## src/rtl/mac_arb_pkg.sv

```systemverilog
// Shared types and constants for the two-requester MAC arbiter.
// Optional build macro: MAC_ARB_SAT_EN (saturating accumulation in mac_core).
package mac_arb_pkg;

  localparam int unsigned OP_W   = 8;
  localparam int unsigned PROD_W = 16;

  typedef enum logic [1:0] {
    IDLE = 2'd0,
    BUSY = 2'd1,
    DONE = 2'd2
  } state_e;

  typedef logic req_id_t;

  // Round-robin choice: a lone requester wins, on a tie the one not served last wins.
  function automatic req_id_t rr_pick(input logic [1:0] valid, input req_id_t rr_last);
    req_id_t win;
    if (valid == 2'b11) begin
      win = ~rr_last;
    end else if (valid[1]) begin
      win = 1'b1;
    end else begin
      win = 1'b0;
    end
    return win;
  endfunction

endpackage

```

## src/rtl/mac_core.sv

```systemverilog
// Registered 8x8 unsigned multiply-accumulate with sticky overflow flag.
// Build macro MAC_ARB_SAT_EN: clamp to all-ones on carry-out instead of wrapping.
module mac_core
  import mac_arb_pkg::*;
#(
  parameter int unsigned ACC_W = 20
) (
  input  logic              clk,
  input  logic              rst,
  input  logic              clr,
  input  logic              en,
  input  logic [OP_W-1:0]   a,
  input  logic [OP_W-1:0]   b,
  output logic [ACC_W-1:0]  acc,
  output logic              ovf
);

  localparam int unsigned SUM_W = ACC_W + 1;

  logic [ACC_W-1:0]  acc_q, acc_d;
  logic              ovf_q, ovf_d;
  logic [PROD_W-1:0] prod;
  logic [SUM_W-1:0]  sum;

  // Next accumulator value: clear wins over accumulate; top sum bit is the carry-out.
  always_comb begin
    prod  = PROD_W'(a) * PROD_W'(b);
    sum   = SUM_W'(acc_q) + SUM_W'(prod);
    acc_d = acc_q;
    ovf_d = ovf_q;
    if (clr) begin
      acc_d = '0;
      ovf_d = 1'b0;
    end else if (en) begin
`ifdef MAC_ARB_SAT_EN
      if (sum[ACC_W] || ovf_q) begin
        acc_d = '1;
        ovf_d = 1'b1;
      end else begin
        acc_d = sum[ACC_W-1:0];
      end
`else
      acc_d = sum[ACC_W-1:0];
      if (sum[ACC_W]) begin
        ovf_d = 1'b1;
      end
`endif
    end
  end

  // Accumulator and overflow registers.
  always_ff @(posedge clk) begin
    if (rst) begin
      acc_q <= '0;
      ovf_q <= 1'b0;
    end else begin
      acc_q <= acc_d;
      ovf_q <= ovf_d;
    end
  end

  assign acc = acc_q;
  assign ovf = ovf_q;

endmodule

```

## src/rtl/mac_arbiter.sv

```systemverilog
// Round-robin arbiter sharing one MAC datapath between two operand streams;
// returns each vector's dot product with requester ID over valid/ready.
// Build macro MAC_ARB_SAT_EN selects saturating accumulation (see mac_core).
module mac_arbiter
  import mac_arb_pkg::*;
#(
  parameter int unsigned ACC_W   = 20,
  parameter int unsigned MAX_LEN = 16,
  parameter int unsigned CNT_W   = 5
) (
  input  logic             clk,
  input  logic             rst,
  input  logic [1:0]       in_valid,
  output logic [1:0]       in_ready,
  input  logic [7:0]       in_a0,
  input  logic [7:0]       in_b0,
  input  logic [7:0]       in_a1,
  input  logic [7:0]       in_b1,
  input  logic [1:0]       in_last,
  output logic             res_valid,
  input  logic             res_ready,
  output logic [ACC_W-1:0] res_data,
  output logic             res_id,
  output logic             res_ovf,
  output logic             res_trunc,
  output logic             busy
);

  state_e           state_q, state_d;
  req_id_t          grant_q, grant_d;
  req_id_t          rr_last_q, rr_last_d;
  logic [CNT_W-1:0] cnt_q, cnt_d;
  logic             trunc_q, trunc_d;

  logic             core_clr, core_en;
  logic [OP_W-1:0]  op_a, op_b;
  logic [ACC_W-1:0] acc;
  logic             acc_ovf;

  req_id_t          winner;
  logic             beat, sel_last, at_max, final_beat;
  logic [CNT_W-1:0] cnt_inc;

  // Beat qualification for the granted requester.
  always_comb begin
    winner     = rr_pick(in_valid, rr_last_q);
    op_a       = grant_q ? in_a1 : in_a0;
    op_b       = grant_q ? in_b1 : in_b0;
    sel_last   = in_last[grant_q];
    beat       = (state_q == BUSY) && in_valid[grant_q];
    cnt_inc    = CNT_W'(cnt_q + 1'b1);
    at_max     = (cnt_inc == CNT_W'(MAX_LEN));
    final_beat = beat && (sel_last || at_max);
  end

  // State register.
  always_ff @(posedge clk) begin
    if (rst) begin
      state_q <= IDLE;
    end else begin
      state_q <= state_d;
    end
  end

  // Next-state logic.
  always_comb begin
    state_d = state_q;
    case (state_q)
      IDLE:    if (|in_valid) state_d = BUSY;
      BUSY:    if (final_beat) state_d = DONE;
      DONE:    if (res_ready) state_d = IDLE;
      default: state_d = IDLE;
    endcase
  end

  // Grant, round-robin pointer, beat counter and accumulator sequencing.
  always_comb begin
    grant_d   = grant_q;
    rr_last_d = rr_last_q;
    cnt_d     = cnt_q;
    trunc_d   = trunc_q;
    core_clr  = 1'b0;
    core_en   = 1'b0;
    case (state_q)
      IDLE: begin
        if (|in_valid) begin
          grant_d  = winner;
          cnt_d    = '0;
          trunc_d  = 1'b0;
          core_clr = 1'b1;
        end
      end
      BUSY: begin
        if (beat) begin
          cnt_d   = cnt_inc;
          core_en = 1'b1;
          if (at_max && !sel_last) begin
            trunc_d = 1'b1;
          end
        end
      end
      DONE: begin
        if (res_ready) begin
          rr_last_d = grant_q;
        end
      end
      default: ;
    endcase
  end

  // Control registers; rr_last resets to 1 so requester 0 wins the first tie.
  always_ff @(posedge clk) begin
    if (rst) begin
      grant_q   <= 1'b0;
      rr_last_q <= 1'b1;
      cnt_q     <= '0;
      trunc_q   <= 1'b0;
    end else begin
      grant_q   <= grant_d;
      rr_last_q <= rr_last_d;
      cnt_q     <= cnt_d;
      trunc_q   <= trunc_d;
    end
  end

  mac_core #(
    .ACC_W (ACC_W)
  ) u_core (
    .clk (clk),
    .rst (rst),
    .clr (core_clr),
    .en  (core_en),
    .a   (op_a),
    .b   (op_b),
    .acc (acc),
    .ovf (acc_ovf)
  );

  // Output decode from registered state only.
  always_comb begin
    in_ready  = 2'b00;
    res_valid = 1'b0;
    busy      = (state_q != IDLE);
    if (state_q == BUSY) begin
      in_ready = grant_q ? 2'b10 : 2'b01;
    end
    if (state_q == DONE) begin
      res_valid = 1'b1;
    end
    res_data  = acc;
    res_id    = grant_q;
    res_ovf   = acc_ovf;
    res_trunc = trunc_q;
  end

endmodule

```

## config.mk

```make
export PLATFORM = sky130hd
export DESIGN_NAME = mac_arbiter
export DESIGN_NICKNAME = d
export VERILOG_FILES = /design/src/rtl/mac_arb_pkg.sv /design/src/rtl/mac_core.sv /design/src/rtl/mac_arbiter.sv
export SDC_FILE = /design/constraint.sdc
export NUM_CORES = 1
export LEC_CHECK = 0
export CORE_ASPECT_RATIO = 1.1
export CORE_UTILIZATION = 50
export CTS_CLUSTER_DIAMETER = 80
export DETAILED_ROUTE_END_ITERATION = 10
export DONT_BUFFER_PORTS = 1
export GPL_TIMING_DRIVEN = 0
export PLACE_DENSITY = 0.62
export SYNTH_ARGS = -nofsm -noshare
export SYNTH_HDL_FRONTEND = slang
export SYNTH_SLANG_ARGS = --single-unit
```

## constraint.sdc

```tcl
create_clock -name clk -period 7 [get_ports clk]
set_clock_uncertainty 0.2 [all_clocks]
set_input_delay 2.1 -clock clk [delete_from_list [all_inputs] [get_ports clk]]
set_output_delay 2.1 -clock clk [all_outputs]
set_load 0.02 [all_outputs]
```

Yosys cells after proc, flatten, opt, wreduce, memory -nomap -nowiden. Cells that the tools add are included. W data, S select, Z words.

Muxes and demuxes: 26. Order comparisons: 1. Reduce and logical (&&, ||, !) cells: 16. Div/mod/pow operators: 0. Equal/unequal tests: 9. $mul: 1. Shifts and indexed selects: 0. $add $sub $neg: 2. Bitwise operators: 1.

Operators by type and width (count): $add A20 B16 Y21 (1); $mul A8 B8 Y16 (1); $mux W8 (2); $mux W1 (14); $mux W2 (5); $mux W5 (2); $pmux W5 S2 (1); $ne A2 B2 Y1 const B (4); $pmux W2 S3 (1); $reduce_and A2 Y1 (3); $reduce_and A3 Y1 (2); $add A5 B1 Y5 const B (1); $eq A5 B5 Y1 const B (1); $eq A2 B2 Y1 const B (2); $reduce_and A4 Y1 (1); $reduce_bool A2 Y1 (2); $reduce_or A2 Y1 (2); $logic_and A1 B1 Y1 (3); $eq A2 B1 Y1 const B (1); $logic_not A2 Y1 (1); $lt A1 B2 Y1 const B (1); $ne A2 B1 Y1 const B (1); $pmux W1 S2 (1); $logic_not A1 Y1 (1); 2 further kinds (2).

Logic and storage cells: 63. Bits in writable memories: 0. Output and inout bits: 27. Bits in read-only memories: 0. Latch bits: 0. Flip-flop bits (word level): 31. Memories: 0.

Logic depth before layout (Yosys ltp).
Depth in word-level cells: 7. Depth in mapped cells: 20.

Modules after synthesis. From an unflattened synthesis, not the netlist that was laid out.

Cells, all modules: 507. Area total of the unflattened synthesis: 4359.2 um2.

By module, submodules not included: mac_core (area an instance 3560.9 um2, cells an instance 415, times used 1); mac_arbiter (area an instance 798.3 um2, cells an instance 92, times used 1).

Worst setup path after synthesis. Ideal clock, no wire load.

Path kind: input to register. Start point: input port in_b1[7]. End point: register u_core.acc_q[17] (netlist: u_core.acc[17]). Stages: 15. Arrival: 6197 ps. Buffers on the path: 0. Data required time: 6683 ps. Setup time: 117 ps. Path slack: 486 ps. Cells stage by stage: mux2i_1 -> nor2_1 -> fa_1 -> fa_1 -> fa_1 -> inv_1 -> fa_1 -> inv_1 -> ha_1 -> a21o_1 -> a221o_1 -> a21o_1 -> a31oi_1 -> mux2i_1 -> nand2_1.

Word-level cells in the longest chain between the ends: 3.

Ends and longest elaborated chain: start: declaration (line mac_arbiter.sv:18) `input logic [7:0] in_b1,`; $mux W8 (line mac_arbiter.sv:48) `op_b = grant_q ? in_b1 : in_b0;`; $mul A8 B8 Y16 (line mac_core.sv:27) `prod = PROD_W'(a) * PROD_W'(b);`; $add A20 B16 Y21 (line mac_core.sv:28) `sum = SUM_W'(acc_q) + SUM_W'(prod);`; end signal: assignment (line mac_core.sv:54) `acc_q <= '0;`; end signal: assignment (line mac_core.sv:57) `acc_q <= acc_d;`; end: declaration (line mac_core.sv:20) `logic [ACC_W-1:0] acc_q, acc_d;`.

No other way between the ends. A chain may end at the register's enable or synchronous reset.

Worst setup path in the final report. Same ends and word-level chain as after synthesis.

==> flow_metrics.env <==
export IMPL_root_buffer="clkbuf_8"
export IMPL_crit_slowest_cell="mux2i_1"
export IMPL_grt_pass1_vias=3668
export IMPL_antenna_left=0
export IMPL_crit_buf_inv=2
export IMPL_gr_total_overflow=0
export IMPL_antenna_found_initial=0
export IMPL_syn_avg_cell_area_um2=8.21
export IMPL_synth_distinct_cells=53
export IMPL_diodes=0
export IMPL_io_pins=66
export IMPL_routed_wl_um=9900
export IMPL_synth_most_common_cell="inv_1"
export IMPL_numCtsBuffers=5
export IMPL_grt_max_degree=11
export IMPL_htreeDepth=2
export IMPL_critPathMostFrequentCell="fa_1"
export IMPL_startpoint_type="input port"
export IMPL_track_usage_pct=23.8
export IMPL_critical_path_class="in -> reg"
export IMPL_worstPathArrival_ns=6.73
export IMPL_wl_met1_um=4360
export IMPL_synth_area_leaders="fa_1 24%, dfxtp_1 15%, ha_1 12%"
export IMPL_synthFlopType="dfxtp_1"
export IMPL_ir_drop_v=0.000192
export IMPL_slew_limit_headroom_pct=47.3
export IMPL_period_share_pct=96.5
export IMPL_fin_crit_ns=6.76
export IMPL_crit_path_max_incr_delay_ns=0.57
export IMPL_min_path_type="reg -> reg"
export IMPL_first_iter_violations=103
export IMPL_p_leak_uw=0.00217
export IMPL_finalHoldViolCount=0
export IMPL_routed_wl_met2_um=4880
export IMPL_synthToLayoutAreaGrowth_pct=6.56
export IMPL_drcViolationCount=0
export IMPL_die_w_um=90.0
export IMPL_holdWs_ns=0.289
export IMPL_clk_latency_ns=0.28
export IMPL_cts_tree="done"
export IMPL_maxCapViolCount=0
export IMPL_endpoint_kind="flop"
export IMPL_final_setup_viol_count=0
export IMPL_ys_ff_latch=31
export IMPL_multiInputGateArea_um2=3230
export IMPL_avgViaCountPerCell=5.47
export IMPL_setup_tns_ns=0
export IMPL_crit_family="adder cells"
export IMPL_globalplace_congestion=0.899
export IMPL_fp_row_count=34
export IMPL_wl_per_cell_um=15.6
export IMPL_async_flop_share_pct=0
export IMPL_dpl_hpwl_um=8300
export IMPL_startpoint="in_b1[7]"
export IMPL_rsz0062_at_grt="no"
export IMPL_status="complete, no violations"
export IMPL_clock_fmax_ghz=0.148
export IMPL_clkTransAtPathRegs_ns=0.07
export IMPL_synth_edf_count=0
export IMPL_cts_resized=0
export IMPL_cts_max_path_buffers=2
export IMPL_dr_max_layer_used="met4"
export IMPL_port_buffers=0
export IMPL_required_ns=6.98
export IMPL_core_um2=8080
export IMPL_power_density_nw_per_um2=335
export IMPL_netlist_area_leader_share_pct=23.5
export IMPL_final_nets=656
export IMPL_regToRegStartpoint="res_id$_SDFFE_PP0P_"
export IMPL_syn_area_um2=4260
export IMPL_wl_met3_um=444
export IMPL_synth_common_cells="102 x inv_1, 58 x nor2_1, 55 x nand2_1"
export IMPL_yosys_area_top_type="fa_1"
export IMPL_register_area_um2=621
export IMPL_final_max_slew_viol_count=0
export IMPL_dieHeight_um=98.8
export IMPL_die_area_um2=8880
export IMPL_cp_max_fo=8
export IMPL_hold_buffers=0
export IMPL_dr_pass1_iters=4
export IMPL_postCtsSetupBuffers=0
export IMPL_ys_warnings_count=0
export IMPL_start_util_pct=52.6
export IMPL_grt_first_pass_wirelength_um=17300
export IMPL_crit_chain="mux2i_1 > nor2_1 > fa_1 > fa_1 > fa_1 > inv_1 > fa_1 > inv_1 > ha_1 > a21o_1 > a221o_1 > a21o_1 > a31oi_1 > mux2i_1 > nand2_1"
export IMPL_syn_nets=649
export IMPL_hp_start="cnt_q[1]$_SDFFE_PP0P_"
export IMPL_clock_sinks=31
export IMPL_synthCells=518
export IMPL_drive_gt1_share_pct=7.41
export IMPL_ys_seq_area_share_pct=14.6
export IMPL_nFillCells=796
export IMPL_worst_pin_slew_ns=0.768
export IMPL_dr_total_vias=3467
==> per-stage QoR <==
stage | worst slack (ns) | utilization (%) | total power (uW) | area [um2] | cells
6_report | 0.243 | 56.1 | 1520 | 4530 | 634
5_1_grt | 0.00937 | 56.1 | 1700 | 4530 | 634
4_1_cts | 0.253 | 56.0 | 1530 | 4520 | 634
3_5_place_dp | -0.0111 | 54.3 | 1310 | 4390 | 626
3_3_place_gp | -0.0140 | 54.3 | 1290 | 4390 | 626
2_1_floorplan | 0.486 | - | 1090 | 4260 | 518
==> cells by family after synthesis <==
family                     after synthesis  share of synthesized area [%]
and+or+nand+nor                        172                           18.6
buffers and inverters                  110                           9.85
AOI/OAI and AO/OA                       79                           13.0
muxes                                   26                           6.41
DFF                                     31                           14.6
adders and majority gates               92                           35.9
xor gates and xnor gates                 8                           1.65
==> sequential cells by signal, indices dropped and copies added (netlist names) <==
register / flops
cnt_q: 5
res_id: 1
res_trunc: 1
rr_last_q: 1
state_q: 2
u_core.acc: 20
u_core.ovf: 1
==> metal layers <==
layer | vias to the layer above | global-route usage (%)
met5 | - | 0
met4 | 0 | 6.45
met3 | 16 | 2.55
met2 | 88 | 43.0
met1 | 1672 | 30.3
li1 | 1691 | -
==> worst reg2reg max path, stage by stage, from the launching register on <==
cell	delay [ns]
dfxtp_1	0.52
buf_2	0.38
buf_2	0.35
buf_2	0.36
mux2i_1	0.62
nor2_1	0.16
fa_1	0.49
fa_1	0.55
inv_1	0.05
fa_1	0.46
fa_1	0.56
inv_1	0.05
ha_1	0.34
a21o_1	0.20
a21oi_1	0.29
a21oi_2	0.13
o41ai_4	0.43
o21ai_0	0.13
nor3b_1	0.15
==> final cells by class <==
cell class              count  share of cell area (%)
plain buffers               8                   0.800
clock buffers               6                    1.60
clock inverters             2                    1.32
inverters                 102                    8.44
multi-input cells         377                    71.2
flip-flops and latches     31                    13.7
well taps                 108                    2.98
==> power breakdown <==
group / switching, uW / leakage (uW) / internal (uW)
clock network: 71.2 / 0.0000654 / 142
logic: 642 / 0.00185 / 444
registers: 31.2 / 0.000251 / 190
total: 744 / 0.00217 / 777
==> final timing paths <==
| path | slack, ns | end | cells past startpoint |
|---|---|---|---|
| min reg2reg | 0.29 | cnt_q[1]$_SDFFE_PP0P_ | 2 |
| max reg2reg | 0.45 | u_core.ovf$_SDFFE_PP0P_ | 18 |
| max | 0.24 | u_core.acc[17]$_SDFFE_PP0P_ | 15 |
| min | 0.29 | cnt_q[1]$_SDFFE_PP0P_ | 2 |
==> cell usage in the layout, fill, tap and decap left out, drive strengths merged, types with 11 or more instances in the layout <==
master	n
nor2	58
nand2	55
a21oi	30
dfxtp	31
inv	102
o21ai	11
mux2i	16
ha	42
nand2b	14
fa	50
No activity file was read; power rests on OpenSTA's default activity.
